--- src/rtl/spi_master_arbiter_if.sv ---
// Bus between the two-requester SPI master arbiter, its requesters and the SPI slaves.
// The master modport is the arbiter side; the slave modport is the requester/slave side.
interface spi_master_arbiter_if;
    logic       req0;
    logic       req1;
    logic [7:0] tx0;
    logic [7:0] tx1;
    logic       cpha;
    logic       gnt0;
    logic       gnt1;
    logic       done0;
    logic       done1;
    logic [7:0] rx_data;
    logic       busy;
    logic       sclk;
    logic       cs0;
    logic       cs1;
    logic       mosi;
    logic       miso;

    modport master (
        input  req0, req1, tx0, tx1, cpha, miso,
        output gnt0, gnt1, done0, done1, rx_data, busy, sclk, cs0, cs1, mosi
    );

    modport slave (
        output req0, req1, tx0, tx1, cpha, miso,
        input  gnt0, gnt1, done0, done1, rx_data, busy, sclk, cs0, cs1, mosi
    );
endinterface

--- src/rtl/spi_master_arbiter.sv ---
// Round-robin arbiter in front of a single-byte SPI master (CPOL=0, selectable CPHA).
// Each granted frame runs SETUP, 16 sclk half-periods, HOLD and an inter-frame GAP.
module spi_master_arbiter #(
    parameter int CLK_DIV = 2
) (
    input  logic                 clk,
    input  logic                 reset,
    spi_master_arbiter_if.master bus
);
    typedef enum logic [2:0] {
        IDLE,
        SETUP,
        XFER,
        HOLD,
        GAP
    } state_t;

    localparam logic [7:0] LastCnt = 8'(CLK_DIV - 1);

    state_t     r_state;
    state_t     w_nextState;
    logic [7:0] r_cnt;
    logic [3:0] r_half;
    logic       r_owner;
    logic       r_last;
    logic       r_cpha;
    logic [7:0] r_txByte;
    logic [7:0] r_rxShift;
    logic [7:0] r_rxData;
    logic       r_sclk;
    logic       r_mosi;

    logic       w_periodEnd;
    logic       w_grant;
    logic       w_pick;
    logic [7:0] w_txSel;
    logic       w_edge;
    logic [4:0] w_edgeNum;
    logic       w_sample;
    logic       w_drive;
    logic [2:0] w_bitIdx;
    logic       w_active;

    // Edge n of sclk is launched by the clk edge that starts half-period n.
    always_comb begin
        w_periodEnd = (r_cnt == LastCnt);
        w_grant     = reset && (r_state == IDLE) && (bus.req0 || bus.req1);
        w_pick      = (bus.req0 && bus.req1) ? ~r_last : bus.req1;
        w_txSel     = w_pick ? bus.tx1 : bus.tx0;
        w_edge      = w_periodEnd && ((r_state == SETUP) ||
                                      ((r_state == XFER) && (r_half != 4'd15)));
        w_edgeNum   = (r_state == SETUP) ? 5'd1 : ({1'b0, r_half} + 5'd2);
        w_sample    = w_edge && (r_cpha ? ~w_edgeNum[0] : w_edgeNum[0]);
        w_drive     = w_edge && (r_cpha ? w_edgeNum[0]
                                        : (~w_edgeNum[0] && (w_edgeNum != 5'd16)));
        w_bitIdx    = 3'd7 - w_edgeNum[3:1];
        w_active    = (r_state == SETUP) || (r_state == XFER) || (r_state == HOLD);
    end

    always_ff @(posedge clk) begin
        if (!reset) begin
            r_state <= IDLE;
        end else begin
            r_state <= w_nextState;
        end
    end

    always_comb begin
        w_nextState = r_state;
        case (r_state)
            IDLE:    if (w_grant) w_nextState = SETUP;
            SETUP:   if (w_periodEnd) w_nextState = XFER;
            XFER:    if (w_periodEnd && (r_half == 4'd15)) w_nextState = HOLD;
            HOLD:    if (w_periodEnd) w_nextState = GAP;
            GAP:     if (w_periodEnd) w_nextState = IDLE;
            default: w_nextState = IDLE;
        endcase
    end

    always_ff @(posedge clk) begin
        if (!reset) begin
            r_cnt     <= 8'd0;
            r_half    <= 4'd0;
            r_owner   <= 1'b0;
            r_last    <= 1'b1;
            r_cpha    <= 1'b0;
            r_txByte  <= 8'h00;
            r_rxShift <= 8'h00;
            r_rxData  <= 8'h00;
            r_sclk    <= 1'b0;
            r_mosi    <= 1'b0;
        end else begin
            if ((r_state == IDLE) || w_periodEnd) begin
                r_cnt <= 8'd0;
            end else begin
                r_cnt <= r_cnt + 8'd1;
            end
            if (w_grant) begin
                r_owner  <= w_pick;
                r_last   <= w_pick;
                r_cpha   <= bus.cpha;
                r_txByte <= w_txSel;
                r_half   <= 4'd0;
                r_mosi   <= ~bus.cpha & w_txSel[7];
            end
            if ((r_state == XFER) && w_periodEnd) begin
                r_half <= r_half + 4'd1;
            end
            if (w_edge) begin
                r_sclk <= ~r_sclk;
            end
            if (w_sample) begin
                r_rxShift <= {r_rxShift[6:0], bus.miso};
            end
            if (w_drive) begin
                r_mosi <= r_txByte[w_bitIdx];
            end
            // Leaving HOLD publishes the byte and parks mosi for the GAP.
            if ((r_state == HOLD) && w_periodEnd) begin
                r_rxData <= r_rxShift;
                r_mosi   <= 1'b0;
            end
        end
    end

    always_comb begin
        bus.gnt0    = w_grant && ~w_pick;
        bus.gnt1    = w_grant && w_pick;
        bus.done0   = (r_state == GAP) && (r_cnt == 8'd0) && ~r_owner;
        bus.done1   = (r_state == GAP) && (r_cnt == 8'd0) && r_owner;
        bus.busy    = (r_state != IDLE);
        bus.cs0     = ~(w_active && ~r_owner);
        bus.cs1     = ~(w_active && r_owner);
        bus.sclk    = r_sclk;
        bus.mosi    = r_mosi;
        bus.rx_data = r_rxData;
    end
endmodule

--- src/flat_wrapper.sv ---
// flat-port wrapper written by rule: the top's interface ports become plain ports
module spi_master_arbiter_flat 
#(
    parameter int CLK_DIV = 2
)
  (clk, reset, bus_req0, bus_req1, bus_tx0, bus_tx1, bus_cpha, bus_miso, bus_gnt0, bus_gnt1, bus_done0, bus_done1, bus_rx_data, bus_busy, bus_sclk, bus_cs0, bus_cs1, bus_mosi);
  spi_master_arbiter_if bus_i ();
  input  logic clk;
  input  logic reset;
  input wire logic [$bits(bus_i.req0)-1:0] bus_req0;
  input wire logic [$bits(bus_i.req1)-1:0] bus_req1;
  input wire logic [$bits(bus_i.tx0)-1:0] bus_tx0;
  input wire logic [$bits(bus_i.tx1)-1:0] bus_tx1;
  input wire logic [$bits(bus_i.cpha)-1:0] bus_cpha;
  input wire logic [$bits(bus_i.miso)-1:0] bus_miso;
  output wire logic [$bits(bus_i.gnt0)-1:0] bus_gnt0;
  output wire logic [$bits(bus_i.gnt1)-1:0] bus_gnt1;
  output wire logic [$bits(bus_i.done0)-1:0] bus_done0;
  output wire logic [$bits(bus_i.done1)-1:0] bus_done1;
  output wire logic [$bits(bus_i.rx_data)-1:0] bus_rx_data;
  output wire logic [$bits(bus_i.busy)-1:0] bus_busy;
  output wire logic [$bits(bus_i.sclk)-1:0] bus_sclk;
  output wire logic [$bits(bus_i.cs0)-1:0] bus_cs0;
  output wire logic [$bits(bus_i.cs1)-1:0] bus_cs1;
  output wire logic [$bits(bus_i.mosi)-1:0] bus_mosi;
  assign bus_i.req0 = bus_req0;
  assign bus_i.req1 = bus_req1;
  assign bus_i.tx0 = bus_tx0;
  assign bus_i.tx1 = bus_tx1;
  assign bus_i.cpha = bus_cpha;
  assign bus_i.miso = bus_miso;
  assign bus_gnt0 = bus_i.gnt0;
  assign bus_gnt1 = bus_i.gnt1;
  assign bus_done0 = bus_i.done0;
  assign bus_done1 = bus_i.done1;
  assign bus_rx_data = bus_i.rx_data;
  assign bus_busy = bus_i.busy;
  assign bus_sclk = bus_i.sclk;
  assign bus_cs0 = bus_i.cs0;
  assign bus_cs1 = bus_i.cs1;
  assign bus_mosi = bus_i.mosi;
  spi_master_arbiter #(.CLK_DIV(CLK_DIV)) u_core (.clk(clk), .reset(reset), .bus(bus_i));
endmodule
--- config.mk ---
export PLATFORM = sky130hd
export DESIGN_NAME = spi_master_arbiter_flat
export DESIGN_NICKNAME = d
export VERILOG_FILES = /design/src/rtl/spi_master_arbiter_if.sv /design/src/rtl/spi_master_arbiter.sv /design/src/flat_wrapper.sv
export SDC_FILE = /design/constraint.sdc
export NUM_CORES = 1
export LEC_CHECK = 0
export BUFFER_PORTS_ARGS = -buffer_cell sky130_fd_sc_hd__buf_4
export CORE_MARGIN = 2
export CORE_UTILIZATION = 37
export DETAILED_ROUTE_END_ITERATION = 12
export PLACE_DENSITY = 0.63
export SYNTH_ARGS = -nofsm -noshare
export SYNTH_HDL_FRONTEND = slang
export SYNTH_SLANG_ARGS = --single-unit
--- constraint.sdc ---
create_clock -name clk -period 3.8 [get_ports clk]
set_input_delay 0.38 -clock clk [delete_from_list [all_inputs] [get_ports clk]]
set_output_delay 0.38 -clock clk [all_outputs]
set_load 0.005 [all_outputs]
== Word level (Yosys, flattened, before mapping) ==
Cells that the tools add are included.
Storage, ports and cells
  input port bits: 22
  output and inout bits: 17
  flip-flop bits (word level): 44
  word-level logic and storage cells: 87
Operators by class
  reductions and logical operators: 31
  muxes and demuxes: 17
  magnitude comparators: 1
  equality and inequality tests: 13
  bitwise operators: 10
  add/subtract/negate cells: 4
Operators with widths (number)
  1-bit logical AND: 18
  3-bit two-way mux: 5
  3-bit case mux with 5 select lines: 1
  1-bit inverter: 9
  8-bit by 1-bit adder with 8-bit output (second input constant): 1
  8-bit by 1-bit == test with 1-bit output (second input constant): 1
  8-bit zero test: 1
  4-bit two-way mux: 2
  8-bit two-way mux: 1
  2-bit by 1-bit != test with 1-bit output (second input constant): 4
  3-bit by 2-bit == test with 1-bit output (second input constant): 2
  1-bit two-way mux: 6
  4-bit by 2-bit adder with 5-bit output (second input constant): 1
  1-bit logical OR: 5
  5-bit two-way mux: 1
  5-bit != test (second input constant): 1
  5-bit AND reduction: 1
  4-bit by 1-bit adder with 4-bit output (second input constant): 1
  4-bit == test (second input constant): 1
  3-bit by 4-bit < comparator with 1-bit output (second input constant): 1
  4-bit != test (second input constant): 1
  2-bit nonzero test: 2
  2-bit OR reduction: 2
  1-bit binary-select mux with 3-bit select: 1
  7 further kinds: 7

== Depth between registers and ports, before layout ==
Gate-level depths: netlist of run 1.
  depth after elaboration: 7
  gate-level depth with buffers: 8
  depth with buffers taken out: 7

== Worst setup path after synthesis of run 1 ==
Ideal clock, no wire load.
  path kind: register to register
  start point: reg u_core.r_cnt[0]
  end point: reg u_core.r_rxShift[0]
  library setup time: 0.116 ns
  arrival time: 1.674 ns
  path slack: 2.010 ns
  path buffers: 0
  period minus slack after synthesis: 1.790 ns
  data required time: 3.684 ns
  cell stages (with the launch flop): 7
  cell sequence: dfxtp_1 -> ha_1 -> nor3b_1 -> nand2_2 -> nor3_4 -> mux2i_1 -> nor2b_1
Between the ends
  cells in the longest elaborated chain, start to end: 3
RTL lines
  start, declared: line spi_master_arbiter.sv:22  | logic [7:0] r_cnt;
  start signal, assigned: line spi_master_arbiter.sv:96  | r_cnt <= r_cnt + 8'd1;
  8-bit by 1-bit == test with 1-bit output: line spi_master_arbiter.sv:46  | w_periodEnd = (r_cnt == LastCnt);
  1-bit logical AND: line spi_master_arbiter.sv:50  | w_edge = w_periodEnd && ((r_state == SETUP) ||
  1-bit logical AND: line spi_master_arbiter.sv:53  | w_sample = w_edge && (r_cpha ? ~w_edgeNum[0] : w_edgeNum[0]);
  end signal, assigned: line spi_master_arbiter.sv:113  | r_rxShift <= {r_rxShift[6:0], bus.miso};
  end, declared: line spi_master_arbiter.sv:28  | logic [7:0] r_rxShift;
Every way passes these cells.
A chain may end at the register's enable or synchronous reset.

== Worst setup path after layout of run 1 ==
  start point: reg u_core.r_state[2]
  end point: out bus_gnt0
Between the ends
  cells in the longest elaborated chain, start to end: 4
RTL lines
  start, declared: line spi_master_arbiter.sv:20  | state_t r_state;
  start signal, assigned: line spi_master_arbiter.sv:64  | r_state <= w_nextState;
  3-bit zero test: line spi_master_arbiter.sv:47  | w_grant = reset && (r_state == IDLE) && (bus.req0 || bus.req1);
  1-bit logical AND (2 in series): line spi_master_arbiter.sv:47
  1-bit logical AND: line spi_master_arbiter.sv:127  | bus.gnt0 = w_grant && ~w_pick;
  end, declared: line flat_wrapper.sv:16  | output wire logic [$bits(bus_i.gnt0)-1:0] bus_gnt0;
Every way passes these cells.

==> metrics.md, run 1 <==
| Metric | Value |
|---|---|
| H-Tree Depth | 2 |
| Die height | 78.70 µm |
| Final Non-Filler Cells | 324 |
| Mapped Area | 0.002064 mm² |
| Worst-margin pin slew | 660.3 ps |
| Starting density of the core | 37.96% |
| Total design power | 0.9716 mW |
| Clk Tree Root Cell | clkbuf_8 |
| Seq cells post-synth | 44 |
| Largest family of logic cells by synthesized area | simple AND/OR/NAND/NOR gates |
| Max-Cap Viols | 0 |
| Synth cell types | 42 |
| Most frequent cells in the layout | dfxtp_1, buf_4, nor2b_1 |
| Post-layout util | 46.33% |
| Initial drt markers | 83 |
| Final net count | around 280 |
| Number of flops mapped to enable cells by yosys | 0 |
| Critical Path End Type | primary output |
| Most common cell after layout, fill and taps aside | dfxtp_1 |
| Switching share of power | between 20% and 30% |
| Setup WS pre-CTS | 1567 ps |
| Post-Synth Simple-Gate Area | 23.82% |
| Slowest stage cell, crit path | nor2_1 |
| Asr flop ratio synth | 0% |
| Detail Placement HPWL | 2945 µm |
| Setup WS post-layout | 1502 ps |
| Initial antenna violation count | 0 |
| Ant diodes | 0 |
| DRT Pass-1 Iters | 5 |
| Antenna-violating nets left | 0 |
| Biggest area contributors in the synthesized netlist | dfxtp_1, mux2i_1, nor2b_1, nor2_1, a222oi_1 |
| DR vias/cell | 5.043 |
| Synth area leader | dfxtp_1 |
| Delay-heaviest family, CP | simple AND/OR/NAND/NOR gates |
| Vias in the first global route | 1510 |
| Fin crit share | 60.48% |
| WL/cell | 12.76 µm |
| RSZ-0062 raised after global routing | false |
| CTS Hold Bufs | 0 |
| # IOs | 39 |
| CTS tree | yes |
| Vias | between 1500 and 2000 |
| Mux contribution to synthesized area | 10.36% |
| Switching pwr | 0.2387 mW |
| Cts bufs inserted | 5 |
| Fill count | a little over 500 |
| Site Rows | 27 |
| Hold slack final | approximately 340 ps |
| CP peak stage delay | ~450 ps |
| Clock slew at reported path FFs | 90 ps |
| Setup CP Type | reg -> out |
| R2r startpoint | u_core.r_cnt[0] |
| Syn_nets | roughly 240 |
| Post-Synth Adder-Cell Area | 3.030% |
| Fin. max-slew vios | 0 |
| # clock sinks | 44 |
| Most used DFF post-synth | dfxtp_1 |
| Hold Crit Start | bus_tx1[1] |
| Worst-Skew Late Latency | 300 ps |
| Final Hold Fails | 0 |
| Area Growth Syn to Fin | 22.06% |
| Flop pwr share | 50.2% |
| Final setup vio count | 0 |
| First-pass GRT wire length | 6831 µm |
| CTS Buffer Depth | 2 |
| Cell area power density | 385.6 mW/mm² |
| Post-CTS Setup Inserts | 0 |
| Worst setup path start | u_core.r_state[2] |
| Gate power share | 12.1% |
| Leakage power | 0.9914 nW |
| Sum Neg Setup Slack | 0 ps |
| # resized after CTS | 0 |
| Pint | 0.7329 mW |
| Slew headroom | 55.75% |
| Post-DP Area | approximately 0.0024 mm² |
| Register area share after synthesis | a little over two fifths |
| Maximum vdd ir drop | 0.2318 mV |
| Die ar. | 0.006193 mm² |
| Worst Path Buf+Inv | 1 |
| DRC | 0 |
| GRT Util Overall | 13.89% |
| Fmax | roughly 0.44 GHz |
| Clk pwr share | 37.6% |
| Synth warn | 0 |
| CP required | between 3000 and 4000 ps |
| Synth Area in XOR/XNOR | 3.818% |
| Mapped Cells | 215 |
| Core Box Area | about 0.0054 mm² |
| Share of layout cells above drive strength 1 | 23.41% |
| Pin count of the biggest net entering global routing | 39 |
| Skew final | 7.924 ps |
| Synthesized area per cell | between 9 and 10 µm² |
| Cell count after placement | 316 |
| Startpoint types | register |
| Die W | about 79 µm |
| Critical path peak fanout | 9 |
| Outcome | finished, final reports clean |
| Final Cell Area | 0.002520 mm² |
| HP Class | in -> reg |
| Data arrival, critical path | between 1500 and 2000 ps |
| Post-synthesis compound-gate area fraction | between 10% and 20% |
| Routed WL | between 4000 and 5000 µm |
| Global-route congestion overflow total | 0 |
| Post-layout min period | 2298 ps |
| Share of the synthesized area in the top cell type | ~43% |
| CP Cell Sequence | nor3_1 > o211ai_1 > nor2_1 > buf_4 |
| I/O Buffers | 38 |
| RePlAce Congestion | just under 0.8 |
cell type report:
| cell class | count | area (µm²) | area share (%) |
|---|---|---|---|
| multi-input cells | 152 | 1107 | 43.94 |
| flip-flops and latches | 44 | 880.8 | 34.96 |
| repair buffers | 39 | 292.8 | 11.62 |
| well taps | 72 | 90.09 | 3.575 |
| clock buffers | 5 | 68.82 | 2.731 |
| clock inverters | 3 | 46.29 | 1.837 |
| inverters | 9 | 33.78 | 1.341 |
path summary, 6_finish.rpt:
| kind | endpoint | slack, ps | cells after the start |
|---|---|---|---|
| hold / removal | u_core.r_txByte[1] | 340 | 3 |
| setup / recovery | bus_gnt0 | 1500 | 4 |
| setup reg to reg | u_core.bus.rx_data[2] | 1600 | 6 |
| hold reg to reg | u_core.r_cnt[0] | 480 | 1 |
power by group through the flow:
| stage | clock, mW | sequential (mW) | combinational, mW |
|---|---|---|---|
| CTS | 0.375 | 0.488 | 0.119 |
| detailed placement | 0 | 0.499 | 0.118 |
| global route | 0.398 | 0.491 | 0.132 |
| finish | 0.366 | 0.488 | 0.118 |
| global placement | 0 | 0.499 | 0.117 |
| floorplan | 0 | 0.493 | 0.0807 |
logic make-up (layout without fill, tap and decap cells):
family          Yosys count  in the layout
simple gates             85             85
fa+ha+maj                 5              5
xor+xnor                  9              9
compound gates           33             33
mux                      20             20
flops                    44             44
buf+inv                  19             56
sequential cells by signal (all words and copies together) (netlist names):
signal and cells:
u_core.r_rxShift 8, u_core.bus.rx_data 8, u_core.r_cpha 1, u_core.r_half 4
u_core.bus.sclk 1, u_core.r_state 3, u_core.r_cnt 8, u_core.r_owner 1
u_core.r_last 1, u_core.bus.mosi 1, u_core.r_txByte 8
synthesized netlist by cell type (3+ instances only):
cell type and instances:
a31o_2 3, mux2i_1 18, clkbuf_1 6, o21ai_0 5, or3_1 3, xnor2_1 7
dfxtp_1 44, and3_1 4, buf_2 4, nor3_1 3, a21oi_1 4, nor2b_1 24
inv_1 9, a21boi_0 4, nand3_1 10, ha_1 5, a222oi_1 7, nor2_1 20
nand2_1 7
worst min-delay path: cells and delay by family:
| kind | cells | cell delay (ps) |
|---|---|---|
| AOI/OAI and AO/OA | 1 | 50 |
| buffers and inverters | 1 | 80 |
| and+or+nand+nor | 1 | 100 |
per-layer routing:
metal / wire, µm / vias up / track usage, %
li1: - / 836 / -
met1: 1970 / 769 / 17.26
met2: 1939 / 22 / 23.25
met3: 166 / 7 / 3.068
met4: 55 / 0 / 5.789
met5: 0 / - / 0
Power figures use the tool's default switching activity.
==> inputs of run 2 (changes only) <==
PLACE_DENSITY = 0.65   (was 0.63)
clock period = 1.91 ns   (was 3.8 ns; I/O delays follow)
==> metrics.md, run 2 (synthesized netlist as in run 1, its figures left out) <==
| Metric | Value |
|---|---|
| DRT Pass-1 Iters | 4 |
| Maximum vdd ir drop | roughly 0.35 mV |
| Initial antenna violation count | 0 |
| Fill count | between 500 and 600 |
| Skew final | 5.451 ps |
| Total design power | roughly 2.0 mW |
| Data arrival, critical path | 1980 ps |
| CP peak stage delay | 450 ps |
| Site Rows | 27 |
| Delay-heaviest family, CP | simple AND/OR/NAND/NOR gates |
| Post-layout min period | 1797 ps |
| # IOs | 39 |
| H-Tree Depth | 2 |
| R2r startpoint | u_core.r_half[1] |
| Final Hold Fails | 0 |
| Critical path depth in cells | 5 |
| Fin. max-slew vios | 0 |
| Core Box Area | ~0.0054 mm² |
| Initial drt markers | 81 |
| First-pass GRT wire length | 7334 µm |
| Clock slew at reported path FFs | 90 ps |
| DRC | 0 |
| I/O Buffers | 38 |
| Global-route congestion overflow total | 0 |
| Outcome | finished, final reports clean |
| Fmax | 0.5565 GHz |
| Most frequent cells in the layout | buf_4, dfxtp_1, nor2b_1 |
| Final setup vio count | 0 |
| Clk Tree Root Cell | clkbuf_8 |
| R2R cell count | 5 |
| Antenna-violating nets left | 0 |
| Critical Path End Type | register |
| Starting density of the core | 37.96% |
| Critical path peak fanout | 4 |
| Vias in the first global route | 1620 |
| RSZ-0062 raised after global routing | true |
| CTS Hold Bufs | 0 |
| Worst Path Buf+Inv | 0 |
| Slowest stage cell, crit path | or4_1 |
| CP required | 2090 ps |
| # clock sinks | 44 |
| RePlAce Congestion | 0.7748 |
| Hold Crit Start | bus_miso |
| DR vias/cell | between 4 and 5 |
| Worst setup path start | u_core.r_half[1] |
| Reg2Reg Setup Slack | 110 ps |
| Leakage power | around 1.1 nW |
| Die ar. | approximately 0.0062 mm² |
| Cts bufs inserted | 5 |
| Cell area power density | 722.0 mW/mm² |
| CTS tree | yes |
| HP Class | in -> reg |
| Fin crit share | 94.08% |
| CP Cell Sequence | ha_1 > or4_1 > and4_1 > a221oi_1 > a211oi_1 |
| Area Growth Syn to Fin | 34.18% |
| Startpoint types | register |
| Final net count | approximately 300 |
| Share of layout cells above drive strength 1 | 32.61% |
| Critical R2R Capture | u_core.bus.mosi |
| Max-Cap Viols | 0 |
| Critical path endpoint | u_core.bus.mosi |
| Setup CP Type | reg -> reg |
| Most common cell after layout, fill and taps aside | buf_4 |
| Routed WL | 4457 µm |
| WL/cell | about 13 µm |
| Vias | about 1700 |
| Die W | between 70 and 80 µm |
| Ant diodes | 0 |
| Die height | 78.70 µm |
| Slew headroom | between 70 and 80% |
| Worst-Skew Late Latency | 300 ps |
| Worst-margin pin slew | 390.3 ps |
| Pin count of the biggest net entering global routing | 38 |
| CTS Buffer Depth | 2 |
| Sum Neg Setup Slack | 0 ps |
| Detail Placement HPWL | approximately 3200 µm |
| GRT Util Overall | ~15% |
-- run 2: cell types whose count changed in the layout (fill, tap and decap cells not counted) --
| cell | change |
|---|---|
| dfxtp_2 | +3 |
| and2_2 | +1 |
| and2_1 | -1 |
| buf_12 | +2 |
| nor3_4 | +1 |
| buf_4 | +22 |
| nor3b_1 | -2 |
| nor3b_4 | +1 |
| a2111oi_4 | +1 |
| nor3_1 | -1 |
| nor3b_2 | +1 |
| a2111oi_2 | -1 |
| dfxtp_1 | -3 |
-- run 2: worst min path at each step --
stage,endpoint,slack [ps],cells past startpoint
after global placement,u_core.r_last,450,2
after floorplan,u_core.r_rxShift[0],360,2
after detailed placement,u_core.r_last,450,2
final,u_core.r_rxShift[0],140,3
after global routing,u_core.r_txByte[2],140,3
after CTS,u_core.r_rxShift[0],130,3
-- run 2: per-stage QoR --
stage	std cells	worst slack, ps	utilization [%]	hold slack, ps	cell area (µm²)
2_1_floorplan	215	120.1	-	360.5	2064
3_3_place_gp	331	115.6	46.74	447.9	2542
3_5_place_dp	331	100.3	46.74	453.5	2542
4_1_cts	339	6.564	48.95	131.2	2663
5_1_grt	348	-38.76	50.93	139.5	2770
6_report	348	113.1	50.93	140.0	2770
-- run 2: power by group --
part / leakage [nW] / internal (mW) / switching (mW)
clock: 0.0548 / 0.394 / 0.348
sequential: 0.358 / 0.946 / 0.0233
combinational: 0.719 / 0.156 / 0.132
total: 1.13 / 1.50 / 0.504
-- run 2: cell type report --
cell class / instances / area (µm²) / area share (%)
multi-input cells: 152 / 1149 / 41.46
flip-flops and latches: 44 / 884.6 / 31.93
repair buffers: 63 / 498.0 / 17.98
well taps: 72 / 90.09 / 3.252
clock buffers: 5 / 68.82 / 2.484
clock inverters: 3 / 46.29 / 1.671
inverters: 9 / 33.78 / 1.220
-- run 2: per-layer routing --
metal	global-route usage [%]	share of wire (%)
met3	3.636	2.6
met1	18.65	48
met2	24.53	48
met5	0	0
met4	7.018	1.4
-- run 2: repair_timing --
action / 4_1_cts / 5_1_grt
setup endpoints to repair: 1 / 16
pin swaps: 0 / 5
buffers inserted: 0 / 9
resized for setup: 1 / 9
-- run 2: tightest hold or removal path, stage by stage --
cell,delay (ps)
buf_4,80
mux2i_1,50
nor2b_1,90
==> inputs of run 3 (changes only) <==
clock period = 1.4 ns   (was 1.91 ns; I/O delays follow)
==> metrics.md, run 3 (synthesized netlist as in run 1, its figures left out) <==
| Metric | Value |
|---|---|
| Routed WL | roughly 5500 µm |
| Final Non-Filler Cells | 388 |
| GRT Util Overall | between 10% and 20% |
| Startpoint types | register |
| Setup WS post-layout | -315.8 ps |
| Most common cell after layout, fill and taps aside | buf_4 |
| Fmax | between 0.5 and 0.6 GHz |
| Skew final | around 3.4 ps |
| HP Class | in -> reg |
| I/O Buffers | 38 |
| WL met1 | 2417 µm |
| Post-layout util | 61.86% |
| Flop pwr share | 45.9% |
| Initial drt markers | 61 |
| Die height | a little under 80 µm |
| Cts bufs inserted | 5 |
| Worst-margin pin slew | between 300 and 400 ps |
| Slew headroom | 75.35% |
| Maximum vdd ir drop | 0.5047 mV |
| Clk Tree Root Cell | clkbuf_8 |
| Leakage power | 1.403 nW |
| Most frequent cells in the layout | buf_4, dfxtp_1, buf_6 |
| Antenna-violating nets left | 0 |
| Setup CP Type | reg -> reg |
| Met2 Wirelength | 2836 µm |
| Core Box Area | 0.005439 mm² |
| Clk pwr share | 32.8% |
| Final setup vio count | 50 |
| Max-Cap Viols | 0 |
| CP required | 1600 ps |
| Fin. max-slew vios | 0 |
| Share of layout cells above drive strength 1 | 50.63% |
| Fin crit share | 122.6% |
| Post-layout min period | around 1700 ps |
| # IOs | 39 |
| Clock slew at reported path FFs | 90 ps |
| H-Tree Depth | 2 |
| First-pass GRT wire length | 8742 µm |
| Failing checks | negative setup slack |
| Die ar. | 0.006193 mm² |
| WL/cell | 14.17 µm |
| Slowest stage cell, crit path | dfxtp_2 |
| CTS tree | yes |
| Met3 wire len | 190 µm |
| Final Hold Fails | 0 |
| Detail Placement HPWL | 3439 µm |
| Global-route congestion overflow total | 0 |
| Data arrival, critical path | 1920 ps |
| Ant diodes | 0 |
| Vias | 1911 |
| Gate power share | 21.4% |
| Outcome | finished, violations left |
| Cell area power density | 855.1 mW/mm² |
| Pint | ~2.1 mW |
| Initial antenna violation count | 0 |
| RePlAce Congestion | 0.7925 |
| Final net count | 342 |
| DRC | 0 |
| CP peak stage delay | 340 ps |
| Highest metal used | met4 |
| RSZ-0062 raised after global routing | true |
| DRT Pass-1 Iters | 5 |
| Site Rows | 27 |
| # clock sinks | 44 |
| Worst-Skew Late Latency | 300 ps |
| CTS Buffer Depth | 2 |
| DR vias/cell | 4.925 |
| Critical Path End Type | register |
| Fill count | between 400 and 500 |
| CP Cell Sequence | nor4_4 > buf_4 > nand2_2 > buf_6 > nor3_4 > buf_12 > mux2i_2 > nor2b_1 |
| Switching share of power | 26.68% |
| Pin count of the biggest net entering global routing | 29 |
| Critical path peak fanout | 8 |
| Starting density of the core | 37.96% |
| Switching pwr | 0.7677 mW |
| Die W | 78.70 µm |
| Area Growth Syn to Fin | 62.97% |
| Vias in the first global route | 1825 |
| Cell count after placement | 354 |
## run 3: cell count changes in the layout (fill, tap and decap cells not counted), moves of 3 or more
cell | previous run | this run
dfxtp_4 | 0 | 6
nand3_2 | 0 | 4
a31o_4 | 0 | 3
nor2_1 | 20 | 17
nand3_1 | 10 | 4
buf_6 | 0 | 25
a21boi_0 | 4 | 0
dfxtp_1 | 41 | 34
a31o_2 | 3 | 0
a21boi_1 | 0 | 4
buf_4 | 61 | 76
## run 3: path summary, 6_finish.rpt
check / endpoint / cells past startpoint / from / slack (ps)
min reg2reg: u_core.r_last / 2 / u_core.r_last / 490
max: u_core.r_rxShift[2] / 8 / u_core.r_cnt[4] / -320
max reg2reg: u_core.r_rxShift[2] / 8 / u_core.r_cnt[4] / -320
min: u_core.r_txByte[1] / 3 / bus_tx1[1] / 90
## run 3: what timing repair did
item                       CTS  global route
buffers inserted            18            13
resized for setup           57            20
pin swaps                   32            16
cloned                       0             0
setup endpoints to repair   51            51
hold buffers                 0             0
## run 3: metrics by stage
step	hold slack (ps)	area, µm²	power [mW]	setup slack, ps	TNS, ps
final	94.31	3364	2.877	-315.8	-8441
after global routing	88.21	3364	3.014	-426.3	-13510
after CTS	91.43	3226	2.832	-336.3	-7958
after detailed placement	411.1	2774	1.767	-304.0	-8860
after global placement	398.2	2774	1.760	-250.9	-7692
after floorplan	309.5	2156	1.574	-309.5	-4555
## run 3: layout make-up
type                            instances  area (µm²)  area share (%)
Sequential cell                        44       908.4           27.00
Multi-Input combinational cell        152        1331           39.57
Clock buffer                            6       93.84           2.789
Timing Repair Buffer                  103       887.1           26.37
Tap cell                               72       90.09           2.678
Clock inverter                          2       17.52          0.5206
Inverter                                9       36.28           1.078
## run 3: per-layer routing
layer / GRT usage, % / vias up
li1: - / 966
met1: 21.68 / 918
met2: 30.77 / 23
met3: 5.341 / 4
met4: 6.316 / 0
met5: 0 / -
## run 3: power by group through the flow
stage	sequential [mW]	combinational [mW]	clock (mW)
final	1.32	0.614	0.943
after global routing	1.32	0.660	1.03
after CTS	1.32	0.539	0.975
after detailed placement	1.35	0.420	0
after global placement	1.35	0.415	0
after floorplan	1.34	0.235	0
## run 3: critical path: cells and delay by family (launching register included)
family,cells,cell delay [ps]
buffers and inverters,3,480
muxes,1,210
and+or+nand+nor,4,590
DFF,1,340
